==> config.mk <==
export PLATFORM = sky130hd
export DESIGN_NAME = mc_control_unit
export DESIGN_NICKNAME = d
export VERILOG_FILES = /design/src/rtl/mc_control_unit.sv
export SDC_FILE = /design/constraint.sdc
export NUM_CORES = 1
export LEC_CHECK = 0
export ABC_AREA = 1
export ABC_CLOCK_PERIOD_IN_PS = 1200
export CORE_AREA = 2 2 45 47
export DETAILED_ROUTE_END_ITERATION = 10
export DIE_AREA = 0 0 47 49
export PLACE_DENSITY = 0.83
export SLEW_MARGIN = 20
export SYNTH_ARGS = -nofsm -noshare
export SYNTH_HDL_FRONTEND = slang
export SYNTH_SLANG_ARGS = --single-unit
==> constraint.sdc <==
create_clock -name clk -period 1.2 [get_ports clk]
set_input_delay 0.18 -clock clk [delete_from_list [all_inputs] [get_ports clk]]
set_output_delay 0.18 -clock clk [all_outputs]
set_load 0.1 [all_outputs]
==> src/rtl/mc_control_unit.sv <==
// Multi-cycle MIPS-subset control unit: an 8-state Moore/Mealy sequencer with a sticky halt flag.
// All control outputs decode combinationally from the current state, the opcode and the ALU/memory flags.
module mc_control_unit (
    input  logic       clk,
    input  logic       rst,
    input  logic [5:0] opcode,
    input  logic       zero,
    input  logic       sign,
    input  logic       mem_ready,
    output logic       PCWre,
    output logic [1:0] PCSrc,
    output logic       IRWre,
    output logic       RegWre,
    output logic [1:0] RegDst,
    output logic       WrRegDSrc,
    output logic       DBDataSrc,
    output logic       ALUSrcA,
    output logic       ALUSrcB,
    output logic       ExtSel,
    output logic [2:0] ALUOp,
    output logic       mRD,
    output logic       mWR,
    output logic [2:0] state
);

    localparam int unsigned OPW = 6;

    localparam logic [OPW-1:0] OP_ADD  = 6'b000000;
    localparam logic [OPW-1:0] OP_SUB  = 6'b000001;
    localparam logic [OPW-1:0] OP_ADDI = 6'b000010;
    localparam logic [OPW-1:0] OP_OR   = 6'b010000;
    localparam logic [OPW-1:0] OP_AND  = 6'b010001;
    localparam logic [OPW-1:0] OP_ORI  = 6'b010010;
    localparam logic [OPW-1:0] OP_SLL  = 6'b011000;
    localparam logic [OPW-1:0] OP_SLT  = 6'b100110;
    localparam logic [OPW-1:0] OP_SW   = 6'b110000;
    localparam logic [OPW-1:0] OP_LW   = 6'b110001;
    localparam logic [OPW-1:0] OP_BEQ  = 6'b110100;
    localparam logic [OPW-1:0] OP_BNE  = 6'b110101;
    localparam logic [OPW-1:0] OP_BLTZ = 6'b110110;
    localparam logic [OPW-1:0] OP_J    = 6'b111000;
    localparam logic [OPW-1:0] OP_JR   = 6'b111001;
    localparam logic [OPW-1:0] OP_JAL  = 6'b111010;
    localparam logic [OPW-1:0] OP_HALT = 6'b111111;

    typedef enum logic [2:0] {
        S_IF     = 3'b000,
        S_ID     = 3'b001,
        S_EXE_AL = 3'b010,
        S_WB_AL  = 3'b011,
        S_EXE_BR = 3'b100,
        S_EXE_LS = 3'b101,
        S_MEM    = 3'b110,
        S_WB_LD  = 3'b111
    } state_t;

    state_t r_state;
    state_t w_next;
    logic   r_halted;
    logic   w_set_halt;
    logic   w_is_itype;

    // State and halt flag; halt is only cleared by reset.
    always_ff @(posedge clk or posedge rst) begin
        if (rst) begin
            r_state  <= S_IF;
            r_halted <= 1'b0;
        end else begin
            r_state <= w_next;
            if (w_set_halt) begin
                r_halted <= 1'b1;
            end
        end
    end

    assign state      = r_state;
    assign w_is_itype = (opcode == OP_ADDI) || (opcode == OP_ORI);

    // Next-state and control decode.
    always_comb begin
        w_next     = r_state;
        w_set_halt = 1'b0;
        PCWre      = 1'b0;
        PCSrc      = 2'b00;
        IRWre      = 1'b0;
        RegWre     = 1'b0;
        RegDst     = 2'b00;
        WrRegDSrc  = 1'b0;
        DBDataSrc  = 1'b0;
        ALUSrcA    = 1'b0;
        ALUSrcB    = 1'b0;
        ExtSel     = 1'b0;
        ALUOp      = 3'b000;
        mRD        = 1'b0;
        mWR        = 1'b0;

        case (r_state)
            S_IF: begin
                IRWre  = 1'b1;
                w_next = S_ID;
            end

            S_ID: begin
                if (r_halted) begin
                    w_next = S_ID;
                end else begin
                    case (opcode)
                        OP_J: begin
                            PCWre  = 1'b1;
                            PCSrc  = 2'b11;
                            w_next = S_IF;
                        end
                        OP_JR: begin
                            PCWre  = 1'b1;
                            PCSrc  = 2'b10;
                            w_next = S_IF;
                        end
                        OP_JAL: begin
                            PCWre  = 1'b1;
                            PCSrc  = 2'b11;
                            RegWre = 1'b1;
                            RegDst = 2'b00;
                            w_next = S_IF;
                        end
                        OP_BEQ, OP_BNE, OP_BLTZ: w_next = S_EXE_BR;
                        OP_LW, OP_SW:            w_next = S_EXE_LS;
                        OP_ADD, OP_SUB, OP_ADDI, OP_OR, OP_AND, OP_ORI, OP_SLL, OP_SLT:
                            w_next = S_EXE_AL;
                        OP_HALT: begin
                            w_set_halt = 1'b1;
                            w_next     = S_ID;
                        end
                        default: begin
                            // Unknown opcodes retire as a two-cycle nop.
                            PCWre  = 1'b1;
                            PCSrc  = 2'b00;
                            w_next = S_IF;
                        end
                    endcase
                end
            end

            S_EXE_AL: begin
                case (opcode)
                    OP_SUB: ALUOp = 3'b001;
                    OP_ADDI: begin
                        ALUOp   = 3'b000;
                        ALUSrcB = 1'b1;
                        ExtSel  = 1'b1;
                    end
                    OP_OR:  ALUOp = 3'b011;
                    OP_AND: ALUOp = 3'b100;
                    OP_ORI: begin
                        ALUOp   = 3'b011;
                        ALUSrcB = 1'b1;
                    end
                    OP_SLL: begin
                        ALUOp   = 3'b010;
                        ALUSrcA = 1'b1;
                    end
                    OP_SLT:  ALUOp = 3'b101;
                    default: ALUOp = 3'b000;
                endcase
                w_next = S_WB_AL;
            end

            S_WB_AL: begin
                RegWre    = 1'b1;
                WrRegDSrc = 1'b1;
                DBDataSrc = 1'b0;
                RegDst    = w_is_itype ? 2'b01 : 2'b10;
                PCWre     = 1'b1;
                PCSrc     = 2'b00;
                w_next    = S_IF;
            end

            S_EXE_BR: begin
                ALUOp  = 3'b001;
                ExtSel = 1'b1;
                PCWre  = 1'b1;
                if (((opcode == OP_BEQ) && zero) || ((opcode == OP_BNE) && !zero) ||
                    ((opcode == OP_BLTZ) && sign)) begin
                    PCSrc = 2'b01;
                end
                w_next = S_IF;
            end

            S_EXE_LS: begin
                ALUOp   = 3'b000;
                ALUSrcB = 1'b1;
                ExtSel  = 1'b1;
                w_next  = S_MEM;
            end

            S_MEM: begin
                mRD = (opcode == OP_LW);
                mWR = (opcode == OP_SW);
                // Strobes stay up until the memory acknowledges.
                if (mem_ready) begin
                    if (opcode == OP_LW) begin
                        w_next = S_WB_LD;
                    end else begin
                        PCWre  = (opcode == OP_SW);
                        w_next = S_IF;
                    end
                end
            end

            S_WB_LD: begin
                RegWre    = 1'b1;
                WrRegDSrc = 1'b1;
                DBDataSrc = 1'b1;
                RegDst    = 2'b01;
                PCWre     = 1'b1;
                PCSrc     = 2'b00;
                w_next    = S_IF;
            end

            default: w_next = S_IF;
        endcase
    end

endmodule

==> results of run 1 <==
[Yosys cell counts, drive strengths merged]
library cell / n / area [um2]
nand2: 26 / 103
nor2: 25 / 116
inv: 17 / 63.8
nand3: 16 / 90.1
a21oi: 8 / 43.8
o21ai: 6 / 30.0
dfrtp: 4 / 100
nand4: 3 / 18.8
nor3: 2 / 10.0
o21bai: 1 / 7.51
o22ai: 1 / 12.5
[logic make-up after synthesis]
group                  synth area share
DFF                               0.168
buffers and inverters             0.107
and+or+nand+nor                   0.567
AOI/OAI and AO/OA                 0.158
[per-stage QoR]
step	worst slack, ps	instance area (um2)
floorplan	-727	795
global placement	-674	1640
detailed placement	-742	1640
==> impl_metrics.prom, run 1 <==
# TYPE chip_impl_metric gauge
chip_impl_metric{name="place.detailed.instances",unit=""} 208
chip_impl_metric{name="syn-num-nets",unit=""} 120
chip_impl_metric{name="cts-resized-gates",unit=""} 35
chip_impl_metric{name="netlist-cell-type-count",unit=""} 18
chip_impl_metric{name="rows",unit=""} 16
chip_impl_info{name="flow.first_error",value="[ERROR DPL-0033] detailed placement checks failed during check placement."} 1
chip_impl_metric{name="floorplan.initialDensity",unit=""} 0.323
chip_impl_metric{name="die_w",unit="um"} 47
chip_impl_metric{name="cts_made_buffers",unit=""} 3
chip_impl_metric{name="clock_tree.htree_level_count",unit=""} 1
chip_impl_metric{name="synth_cells",unit=""} 109
chip_impl_metric{name="port_buffers",unit=""} 30
chip_impl_metric{name="clock_sinks",unit=""} 4
chip_impl_info{name="cts_root_buffer",value="clkbuf_4"} 1
chip_impl_metric{name="sequential_element_share_of_the_synthesized_area",unit=""} 0.168
chip_impl_metric{name="hpwl",unit="mm"} 3.11
chip_impl_metric{name="ioPinCount",unit=""} 31
chip_impl_metric{name="synth.ff_latch_count",unit=""} 4
chip_impl_info{name="fail_step",value="4_1_cts"} 1
chip_impl_metric{name="postCtsSetupBuffers",unit=""} 9
chip_impl_metric{name="mappedNetlistArea",unit="um2"} 596
chip_impl_metric{name="die_h",unit="um"} 49
chip_impl_metric{name="cts-root-to-sink-buffers",unit=""} 2
chip_impl_metric{name="avgSynthCellArea",unit="um2"} 5.46
chip_impl_info{name="outcome",value="did not finish"} 1
chip_impl_metric{name="ctsHoldBuffers",unit=""} 0
chip_impl_metric{name="yosys_warnings",unit=""} 0
chip_impl_metric{name="globalplace.congestion",unit=""} 0.942
==> inputs of run 2 (changes only) <==
--- a/config.mk
+++ b/config.mk
@@ -6,11 +6,11 @@
 export NUM_CORES = 1
 export LEC_CHECK = 0
 export ABC_AREA = 1
-export ABC_CLOCK_PERIOD_IN_PS = 1200
-export CORE_AREA = 2 2 45 47
+export ABC_CLOCK_PERIOD_IN_PS = 1600
+export CORE_AREA = 2 2 63 65
 export DETAILED_ROUTE_END_ITERATION = 10
-export DIE_AREA = 0 0 47 49
-export PLACE_DENSITY = 0.83
+export DIE_AREA = 0 0 65 67
+export PLACE_DENSITY_LB_ADDON = 0.15
 export SLEW_MARGIN = 20
 export SYNTH_ARGS = -nofsm -noshare
 export SYNTH_HDL_FRONTEND = slang
==> constraint.sdc (replaced) <==
create_clock -name clk -period 1.6 [get_ports clk]
set_input_delay 0.24 -clock clk [delete_from_list [all_inputs] [get_ports clk]]
set_output_delay 0.24 -clock clk [all_outputs]
set_load 0.1 [all_outputs]
==> run 2 against run 1 <==
Net effect: the flow now finishes, with violations (setup timing); synthesized cell count unchanged; synthesized area unchanged.
==> impl_metrics.prom, run 2 <==
# TYPE chip_impl_metric gauge
chip_impl_metric{name="rows",unit=""} 22
chip_impl_metric{name="cellLeakagePower",unit="nW"} 0.802
chip_impl_info{name="synthMostInstantiatedCell",value="nand2_1"} 1
chip_impl_metric{name="p_sw_frac",unit=""} 0.554
chip_impl_metric{name="port_buffers",unit=""} 30
chip_impl_metric{name="power_report.internal_total",unit="mW"} 1.36
chip_impl_metric{name="timing.fmax",unit="GHz"} 0.558
chip_impl_metric{name="timing.max_slew.rel_slack",unit=""} 0.810
chip_impl_metric{name="fin_crit_sh",unit=""} 1.12
chip_impl_metric{name="synth_cells",unit=""} 109
chip_impl_metric{name="viasPerCell",unit=""} 4.20
chip_impl_metric{name="layout_overhead_on_the_synthesized_area",unit="%"} 205
chip_impl_info{name="cts_tree",value="yes"} 1
chip_impl_metric{name="grt-ovfl-total",unit=""} 0
chip_impl_metric{name="setup_ws",unit="ps"} -193
chip_impl_info{name="postSynth.topFlopCell",value="dfrtp_1"} 1
chip_impl_info{name="synthTopCellsByArea",value="dfrtp_1 (17%), nand2_1 (15%), nor2_1 (13%), nand3_1 (12%), inv_1 (7.6%)"} 1
chip_impl_metric{name="ioPinCount",unit=""} 31
chip_impl_metric{name="die_h",unit="um"} 67
chip_impl_info{name="final_common_cell",value="buf_4"} 1
chip_impl_metric{name="mappedNetlistArea",unit="um2"} 596
chip_impl_metric{name="setup.reg_to_reg.worst_slack",unit="ps"} 130
chip_impl_info{name="violations",value="setup timing"} 1
chip_impl_metric{name="place.detailed.instances",unit=""} 225
chip_impl_info{name="regToRegEndpoint",value="state[2]$_DFFE_PP0P_"} 1
chip_impl_metric{name="critPathMaxFanout",unit=""} 4
chip_impl_info{name="crit_start",value="state[2]$_DFFE_PP0P_"} 1
chip_impl_metric{name="grt_antenna_before_repair",unit=""} 0
chip_impl_metric{name="arrival",unit="ps"} 1550
chip_impl_metric{name="grt_use_total",unit=""} 0.134
chip_impl_metric{name="core_area",unit="um2"} 3610
chip_impl_metric{name="r2r_cells",unit=""} 7
chip_impl_metric{name="drcViolationCount",unit=""} 0
chip_impl_metric{name="fin_total_pwr",unit="mW"} 3.06
chip_impl_info{name="hold_path.class",value="in2async"} 1
chip_impl_metric{name="source_to_sink_clock_delay_at_the_later_pin_of_the_worst_skew_pair",unit="ps"} 220
chip_impl_metric{name="cts-root-to-sink-buffers",unit=""} 2
chip_impl_metric{name="via_count_of_the_first_global_routing_pass",unit=""} 1029
chip_impl_info{name="reg2reg_from",value="state[2]$_DFFE_PP0P_"} 1
chip_impl_metric{name="syn-num-nets",unit=""} 120
chip_impl_metric{name="synthDominantCellAreaShare",unit=""} 0.168
chip_impl_metric{name="period_needed",unit="ps"} 1790
chip_impl_metric{name="synthArstFlopShare",unit=""} 1.00
chip_impl_metric{name="largest_register_ff_count",unit=""} 3
chip_impl_metric{name="route.final.wire_length",unit="mm"} 2.59
chip_impl_metric{name="max-vdd-ir-drop",unit="uV"} 1260
chip_impl_metric{name="p_per_area",unit="nW/um2"} 1680
chip_impl_metric{name="yosys_warnings",unit=""} 0
chip_impl_metric{name="timing_max_transition_violations_final",unit=""} 0
chip_impl_metric{name="detailed_place.area",unit="um2"} 1640
chip_impl_metric{name="antenna_violating_nets_remaining",unit=""} 0
chip_impl_metric{name="comb_power_share",unit=""} 0.844
chip_impl_metric{name="ctsHoldBuffers",unit=""} 0
chip_impl_metric{name="max_cap_viol_count",unit=""} 0
chip_impl_info{name="yosysTopAreaCell",value="dfrtp_1"} 1
chip_impl_info{name="endpoint_kind",value="output port"} 1
chip_impl_metric{name="net_sw_power",unit="mW"} 1.69
chip_impl_metric{name="p_clk_frac",unit=""} 0.073
chip_impl_info{name="layout_common_cells",value="buf_4 (38), buf_12 (20), nand2_1 (17)"} 1
chip_impl_metric{name="cts_made_buffers",unit=""} 3
chip_impl_metric{name="finish.instance_area",unit="um2"} 1810
chip_impl_metric{name="grt_pass1_wl",unit="mm"} 4.45
chip_impl_metric{name="routedWlPerCell",unit="um"} 11.0
chip_impl_metric{name="vias",unit=""} 992
chip_impl_metric{name="worst-slew-pin-transition",unit="ps"} 285
chip_impl_metric{name="final.hold.worst_slack",unit="ps"} 195
chip_impl_metric{name="avgSynthCellArea",unit="um2"} 5.46
chip_impl_metric{name="clkSlewWorstSetupHoldPaths",unit="ps"} 30
chip_impl_metric{name="nNetsFinal",unit=""} 200
chip_impl_metric{name="die_w",unit="um"} 65
chip_impl_metric{name="nFillCells",unit=""} 355
chip_impl_info{name="rsz0062_at_grt",value="true"} 1
chip_impl_metric{name="timing.final.setup_violations",unit=""} 13
chip_impl_metric{name="number_of_flops_mapped_to_enable_cells_by_yosys",unit=""} 0
chip_impl_metric{name="floorplan.initialDensity",unit=""} 0.165
chip_impl_metric{name="timing_hold_violations_final",unit=""} 0
chip_impl_info{name="synth_common_cells",value="nand2_1 (24), nor2_1 (20), nand3_1 (14), inv_1 (12), a21oi_1 (7)"} 1
chip_impl_metric{name="final-instance-count-excl-fill",unit=""} 236
chip_impl_metric{name="hpwl",unit="mm"} 2.20
chip_impl_metric{name="grt_max_degree",unit=""} 9
chip_impl_metric{name="design.die.area",unit="um2"} 4360
chip_impl_info{name="outcome",value="complete, but fails checks"} 1
chip_impl_info{name="crit_path_start_kind",value="flop"} 1
chip_impl_metric{name="setup_tns",unit="ps"} -1520
chip_impl_info{name="cts_root_buffer",value="clkbuf_8"} 1
chip_impl_metric{name="synth.ff_latch_count",unit=""} 4
chip_impl_metric{name="n_antenna_cell",unit=""} 0
chip_impl_metric{name="globalplace.congestion",unit=""} 0.835
chip_impl_metric{name="fin_skew",unit="ps"} 5.34
chip_impl_info{name="crit_end",value="RegWre"} 1
chip_impl_metric{name="power.sequential.fraction",unit=""} 0.082
chip_impl_metric{name="drt_pass1_iterations",unit=""} 4
chip_impl_metric{name="post_route_cells_drive_above_1_share",unit=""} 0.670
chip_impl_metric{name="netlist-cell-type-count",unit=""} 18
chip_impl_metric{name="critPathRequiredTime",unit="ps"} 1360
chip_impl_metric{name="first_iter_violations",unit=""} 8
chip_impl_info{name="worst-setup-path-type",value="reg2out"} 1
chip_impl_metric{name="clock_sinks",unit=""} 4
chip_impl_metric{name="sequential_element_share_of_the_synthesized_area",unit=""} 0.168
chip_impl_metric{name="clock_tree.htree_level_count",unit=""} 1
==> run 2: cell counts after synthesis <==
Identical to the previous run, type by type.
==> run 2: worst min path at each step <==
stage / slack, ps / endpoint / depth (start not counted) / from
floorplan: 6 / r_halted$_DFFE_PP0P_ / 1 / rst
detailed placement: 430 / r_halted$_DFFE_PP0P_ / 2 / rst
CTS: 200 / state[2]$_DFFE_PP0P_ / 2 / rst
global route: 210 / state[1]$_DFFE_PP0P_ / 2 / rst
global placement: 430 / r_halted$_DFFE_PP0P_ / 2 / rst
finish: 190 / state[1]$_DFFE_PP0P_ / 2 / rst
==> run 2: cells by family after synthesis <==
| group | after synthesis | synth area share |
|---|---|---|
| simple gates | 72 | 0.567 |
| buf+inv | 17 | 0.107 |
| compound gates | 16 | 0.158 |
| flops | 4 | 0.168 |
==> run 2: what timing repair did <==
action                     in CTS  in global routing
resized for setup              31                 14
setup endpoints to repair      17                 17
buffers inserted                5                  2
pin swaps                      10                  5
==> run 2: per-stage QoR <==
| step | util | setup WS (ps) |
|---|---|---|
| after floorplan | - | -387 |
| after global placement | 0.455 | -398 |
| after detailed placement | 0.455 | -399 |
| after CTS | 0.497 | -202 |
| after global routing | 0.503 | -279 |
| final | 0.503 | -193 |
==> run 2: cell type report <==
type | count | area, um2 | area share
Timing Repair Buffer | 75 | 846 | 0.466
Multi-Input combinational cell | 88 | 672 | 0.370
Sequential cell | 4 | 111 | 0.0614
Inverter | 17 | 80.1 | 0.0441
Tap cell | 48 | 60.1 | 0.0331
Clock buffer | 4 | 45.0 | 0.0248
==> run 2: critical path: stages, from the launching register on <==
cell and delay [ps]:
dfrtp_4 500, inv_8 60, nand3_4 70, nor2_4 160, buf_6 120, nand3_4 80
o21ai_4 150, buf_12 190
==> run 2: power groups by stage <==
| stage | logic, mW | registers (mW) | clock network [mW] |
|---|---|---|---|
| after global placement | 2.33 | 0.239 | 0 |
| after detailed placement | 2.33 | 0.242 | 0 |
| after global routing | 2.70 | 0.261 | 0.251 |
| after floorplan | 1.17 | 0.494 | 0 |
| after CTS | 2.49 | 0.247 | 0.229 |
| final | 2.58 | 0.252 | 0.224 |
==> run 2: metal layers <==
metal / vias up / routed length [um] / track usage
li1: 520 / - / -
met1: 454 / 1120 / 0.161
met2: 14 / 1390 / 0.246
met3: 4 / 41 / 0.0118
met4: 0 / 31 / 0.0479
met5: - / 0 / 0
(Power assumes the default switching activity.)
